`src/rtl/parking_access_arbiter.sv`:
```
// Purpose: 4-slot parking access sequencer. Synchronizes the gate sensors,
//          arbitrates entry/exit round-robin, owns occupancy, times door/full.
// Latency: sensor edge to grant in 4 clk; occupancy visible 1 clk after grant. Backpressure: none, pending requests stay latched until served.
module parking_access_arbiter #(
   parameter int DOOR_CYCLES = 80000000,
   parameter int FULL_CYCLES = 40000000
) (
   input  logic       clk,
   input  logic       reset,
   input  logic       entry_sensor,
   input  logic       exit_sensor,
   input  logic [1:0] switch,
   output logic [3:0] parking_slots,
   output logic       door_open,
   output logic       full_flag,
   output logic [2:0] capacity,
   output logic [2:0] best_place,
   output logic       busy
);

   // One timer serves both hold periods, so it is sized to the longer one.
   // The largest value it ever holds is MAX_CYCLES-1, so it cannot wrap.
   localparam int MAX_CYCLES = (DOOR_CYCLES > FULL_CYCLES) ? DOOR_CYCLES : FULL_CYCLES;
   localparam int TW         = (MAX_CYCLES > 2) ? $clog2(MAX_CYCLES) : 1;
   localparam logic [TW-1:0] DOOR_LAST = TW'(DOOR_CYCLES - 1);
   localparam logic [TW-1:0] FULL_LAST = TW'(FULL_CYCLES - 1);

   typedef enum logic [1:0] {
      IDLE,
      ENTRY_OPEN,
      EXIT_OPEN,
      FULL_HOLD
   } state_t;

   typedef enum logic {
      SERVED_ENTRY,
      SERVED_EXIT
   } side_t;

   // Sensor synchronizers and edge-detect history
   logic entry_meta, entry_sync, entry_prev;
   logic exit_meta,  exit_sync,  exit_prev;
   logic entry_edge, exit_edge;

   // Arbiter state
   state_t        state_q,     state_d;
   logic [TW-1:0] timer_q,     timer_d;
   logic [3:0]    slots_q,     slots_d;
   logic          entry_req_q, entry_req_d;
   logic          exit_req_q,  exit_req_d;
   side_t         last_q,      last_d;
   logic          entry_grant, exit_grant;

   // Occupancy decode
   logic [1:0] lowest_idx;
   logic       lot_full;
   logic [2:0] free_cnt;
   logic [3:0] alloc_mask;
   logic [3:0] exit_mask;

   // Two-flop synchronizers plus one history flop per sensor for edge detection
   always_ff @(posedge clk or posedge reset) begin
      if (reset) begin
         entry_meta <= 1'b0;
         entry_sync <= 1'b0;
         entry_prev <= 1'b0;
         exit_meta  <= 1'b0;
         exit_sync  <= 1'b0;
         exit_prev  <= 1'b0;
      end else begin
         entry_meta <= entry_sensor;
         entry_sync <= entry_meta;
         entry_prev <= entry_sync;
         exit_meta  <= exit_sensor;
         exit_sync  <= exit_meta;
         exit_prev  <= exit_sync;
      end
   end

   assign entry_edge = entry_sync & ~entry_prev;
   assign exit_edge  = exit_sync  & ~exit_prev;

   // Free-slot count and lowest free index derived from occupancy
   always_comb begin
      free_cnt   = 3'd0;
      lowest_idx = 2'd0;
      lot_full   = 1'b1;
      for (int i = 0; i < 4; i++) begin
         if (!slots_q[i]) begin
            free_cnt = free_cnt + 3'd1;
         end
      end
      // Scan downward so the last hit is the lowest free slot
      for (int i = 3; i >= 0; i--) begin
         if (!slots_q[i]) begin
            lowest_idx = 2'(i);
            lot_full   = 1'b0;
         end
      end
   end

   assign alloc_mask = 4'b0001 << lowest_idx;
   assign exit_mask  = 4'b0001 << switch;

   // State, timer, occupancy, pending requests and round-robin pointer
   always_ff @(posedge clk or posedge reset) begin
      if (reset) begin
         state_q     <= IDLE;
         timer_q     <= '0;
         slots_q     <= 4'b0000;
         entry_req_q <= 1'b0;
         exit_req_q  <= 1'b0;
         last_q      <= SERVED_EXIT;
      end else begin
         state_q     <= state_d;
         timer_q     <= timer_d;
         slots_q     <= slots_d;
         entry_req_q <= entry_req_d;
         exit_req_q  <= exit_req_d;
         last_q      <= last_d;
      end
   end

   // Next-state logic: arbitration in IDLE, hold timing in the open/full states
   always_comb begin
      state_d     = state_q;
      timer_d     = timer_q;
      slots_d     = slots_q;
      last_d      = last_q;
      entry_grant = 1'b0;
      exit_grant  = 1'b0;

      case (state_q)
         IDLE: begin
            timer_d = '0;
            // Entry wins when it is alone, or when both wait and exit went last.
            // A rejection on a full lot still counts as serving entry.
            if (entry_req_q && (!exit_req_q || (last_q == SERVED_EXIT))) begin
               entry_grant = 1'b1;
               last_d      = SERVED_ENTRY;
               if (lot_full) begin
                  state_d = FULL_HOLD;
               end else begin
                  slots_d = slots_q | alloc_mask;
                  state_d = ENTRY_OPEN;
               end
            end else if (exit_req_q) begin
               // Clearing an already-free slot is harmless; the door opens anyway
               exit_grant = 1'b1;
               last_d     = SERVED_EXIT;
               slots_d    = slots_q & ~exit_mask;
               state_d    = EXIT_OPEN;
            end
         end

         ENTRY_OPEN, EXIT_OPEN: begin
            if (timer_q == DOOR_LAST) begin
               timer_d = '0;
               state_d = IDLE;
            end else begin
               timer_d = timer_q + TW'(1);
            end
         end

         FULL_HOLD: begin
            if (timer_q == FULL_LAST) begin
               timer_d = '0;
               state_d = IDLE;
            end else begin
               timer_d = timer_q + TW'(1);
            end
         end

         default: begin
            timer_d = '0;
            state_d = IDLE;
         end
      endcase
   end

   // Sticky requests: a repeat edge while pending is absorbed, a grant clears
   always_comb begin
      entry_req_d = (entry_req_q | entry_edge) & ~entry_grant;
      exit_req_d  = (exit_req_q  | exit_edge)  & ~exit_grant;
   end

   assign parking_slots = slots_q;
   assign capacity      = free_cnt;
   assign best_place    = lot_full ? 3'd0 : ({1'b0, lowest_idx} + 3'd1);
   assign door_open     = (state_q == ENTRY_OPEN) || (state_q == EXIT_OPEN);
   assign full_flag     = (state_q == FULL_HOLD);
   assign busy          = (state_q != IDLE);

endmodule

```
`config.mk`:
```
export PLATFORM = sky130hd
export DESIGN_NAME = parking_access_arbiter
export DESIGN_NICKNAME = d
export VERILOG_FILES = /design/src/rtl/parking_access_arbiter.sv
export SDC_FILE = /design/constraint.sdc
export NUM_CORES = 1
export LEC_CHECK = 0
export BUFFER_PORTS_ARGS = -buffer_cell sky130_fd_sc_hd__buf_2
export CELL_PAD_IN_SITES_DETAIL_PLACEMENT = 1
export CELL_PAD_IN_SITES_GLOBAL_PLACEMENT = 1
export CORE_MARGIN = 2
export CORE_UTILIZATION = 40
export CTS_CLUSTER_DIAMETER = 50
export DETAILED_ROUTE_END_ITERATION = 10
export PLACE_DENSITY_LB_ADDON = 0.3
export SYNTH_ARGS = -nofsm -noshare
export SYNTH_HDL_FRONTEND = slang
export SYNTH_SLANG_ARGS = --single-unit
```
`constraint.sdc`:
```
create_clock -name clk -period 2.3 [get_ports clk]
set_input_delay 0.46 -clock clk [delete_from_list [all_inputs] [get_ports clk]]
set_output_delay 0.46 -clock clk [all_outputs]
set_load 0.1 [all_outputs]
```
==> flow_summary.toml <==
[run]
maxCapViolations = 0

[timing]
post-route-min-period_ns = 2.37
tightest_slew_ns = 0.487
finalHoldViolations = 0
fin_crit_sh_pct = 103
setup_slack_ns = -0.0745
fmax_mhz = 421
skew_ns = 0.00392
setup_violations = 1
slew_viol_final = 0
rsz0062_at_grt = "yes"
slew_headroom_pct = 67.7

[routing]
num_vias = 1711
routedWlPerCell_um = 15.1
drc = 0
ant_nets = 0
drt-vias-per-instance = 5.12
firstDrtPassIters = 4
drt_wl_total_mm = 5.04
drtIter0Drc = 29

[finish]
final_cell_mix = "dfrtp_1 (37), nor2_1 (33), xor2_1 (16)"
fillers = 604
diodes = 0
synthToLayoutAreaGrowth_pct = 28.6
drive_gt1_share_pct = 26.3
layout_commonest_cell = "dfrtp_1"
nets = 276
final_area_um2 = 2870
fin_util_pct = 52.8

[synthesis]
syn_avg_cell_area_um2 = 9.88
yosys_warnings = 0
synth_enable_flop_cells = 0
syn-cell-area_um2 = 2230
synth_cell_types = 44
syn-num-nets = 241
async_reset_ff_share_pct = 100
synthCells = 226
synthFlopType = "dfrtp_1"
seq_area_frac_synth_pct = 47.1
ys_ff_latch = 42

[cts]
clock_latency_ns = 0.29
cts_root_buf = "clkbuf_8"
cts_made_buffers = 5
htree_levels = 2
cts_tree = "built"
clock-sinks = 42
cts.path.max_buffers = 2
clkTransAtPathRegs_ns = 0.08

[worst_setup_path]
path_common_cell = "ha_4"
end_kind = "output port"
start_kind = "flop"
cp.arrival_ns = 1.91
critPathMaxFanout = 4
cp_num_buf_inv = 2
crit_slowest_cell = "dfrtp_4"
rrSetupSlack_ns = 0.35
reg2regPathDepth = 7
path_depth = 6
crit_path_end = "capacity[1]"
required_ns = 1.84
cp_cell_sequence = "inv_4, ha_4, xnor2_4, ha_4, mux2_4, buf_12"
crit_family = "flip-flops"
criticalPathCategory = "flop to output port"
timing.rr.end = "timer_q[13]$_DFF_PP0_"
worstReg2RegStart = "timer_q[0]$_DFF_PP0_"
slowest_delay_ns = 0.51
crit_start = "parking_slots[0]$_DFFE_PP0P_"

[die]
dieArea_um2 = 6190
die_height_um = 78.7
io_pins = 19
coreArea_um2 = 5440
die-width_um = 78.7
rows = 27
start_util_pct = 41.0

[global_routing]
grtUsageTotal_pct = 18.2
grt_pass1_vias = 1831
grt_pass1_wl_mm = 8.87
grt_remaining_overflow = 0
antenna_found_initial = 0
grt_max_degree = 43

[pwr]
leakagePower_nw = 1.26
powerDensity_nw_per_um2 = 1340
power_mw = 3.85
vdd.ir_drop.worst_v = 0.000967

[outcome]
run_status = "finished with violations"
failed_checks = "setup timing"

[worst_hold_path]
holdCritPathClass = "input pin to async pin"

[placement]
dpl_cell_area_um2 = 2630
pre_cts_slack_ns = -0.00620
port-buffer-count = 18
dp.final_hpwl_mm = 3.62
gp_congestion = 0.774
[power by group]
| group | switching, mW | internal (mW) | leakage, nW | total, mW |
|---|---|---|---|---|
| clock | 0.256 | 0.463 | 0.0714 | 0.719 |
| sequential | 0.0963 | 0.846 | 0.542 | 0.942 |
| combinational | 1.43 | 0.758 | 0.646 | 2.19 |
[per-layer routing]
| metal | vias up | track usage, % | share of wire, % |
|---|---|---|---|
| li1 | 846 | - | - |
| met1 | 846 | 24.2 | 48 |
| met2 | 15 | 30.8 | 50 |
| met3 | 4 | 3.41 | 1.9 |
| met4 | 0 | 4.21 | 0.58 |
| met5 | - | 0 | 0 |
[cells in the mapped netlist, types with 2 or more instances]
cell type   n  share of area (%)
nand2b_1    2               0.56
o211ai_1    2               0.67
and3_1      4                1.1
ha_1        9                5.0
nand3_1    12                2.7
a31oi_1     3               0.84
inv_1      14                2.4
o21a_1      2               0.67
or4_1       2               0.67
o21ai_0     8                1.8
dfrtp_1    41                 46
nand2_1    13                2.2
a21oi_1     6                1.3
xnor2_1    11                4.3
buf_6       3                1.5
nor2_1     33                5.5
nand4_1    10                2.8
xor2_1     16                6.3
and4_1      3                1.2
clkbuf_1    3               0.50
nor3_1      4               0.90
and2_1      3               0.84
[flip-flops by register name (all words and copies together), names as in the netlist]
signal         cells
timer_q           27
parking_slots      4
state_q            2
entry_meta         1
entry_prev         1
entry_req_q        1
entry_sync         1
exit_meta          1
exit_prev          1
exit_req_q         1
exit_sync          1
last_q             1
[worst reg2reg max path, delay by kind of cell, from the launching register on]
kind                     cells  cell delay (ns)
AND/OR/NAND/NOR              3             0.44
buffers and inverters        1             0.18
AO/OA/AOI/OAI                2             0.61
flip-flops                   1             0.40
adder cells (fa/ha/maj)      1             0.22
[how the worst min path moves through the flow]
stage	startpoint	endpoint	slack [ns]	depth (start not counted)
final	reset	state_q[0]$_DFFE_PP0P_	0.22	3
after global routing	reset	timer_q[17]$_DFF_PP0_	0.23	3
after CTS	reset	timer_q[17]$_DFF_PP0_	0.23	3
after detailed placement	exit_meta$_DFF_PP0_	exit_sync$_DFF_PP0_	0.34	0
after global placement	entry_meta$_DFF_PP0_	entry_sync$_DFF_PP0_	0.34	0
after floorplan	entry_meta$_DFF_PP0_	entry_sync$_DFF_PP0_	0.33	0
[logic make-up (layout without fill, tap and decap cells)]
group,Yosys count,after routing,share of synthesized area [%]
and+or+nand+nor,100,100,24.2
xor gates and xnor gates,27,27,10.6
AOI/OAI and AO/OA,26,26,7.96
adders and majority gates,9,9,5.04
muxes,1,1,0.504
DFF,42,42,47.1
buffers and inverters,21,57,4.60
[per-stage QoR]
stage,std cells,setup TNS [ns],hold WS [ns]
2_1_floorplan,226,-0.240,0.331
3_3_place_gp,318,0,0.343
3_5_place_dp,318,-0.00620,0.342
4_1_cts,333,-0.132,0.231
5_1_grt,334,-0.230,0.228
6_report,334,-0.0745,0.223
[timing repair]
item                                    CTS  global route
endpoints found under the setup margin    4             5
pin swaps                                 3             3
setup buffers                             7             3
gates resized for setup                   7             4
hold buffers                              0             0
[area by class of cell]
cell class,instances,area [um2],share of cell area [%]
Timing Repair Buffer,35,318,11.1
Tap cell,72,90.1,3.14
Inverter,14,57.6,2.01
Sequential cell,42,1060,37.1
Multi-Input combinational cell,163,1200,41.7
Clock buffer,6,82.6,2.88
Clock inverter,2,60.1,2.09
(Power assumes the default switching activity.)
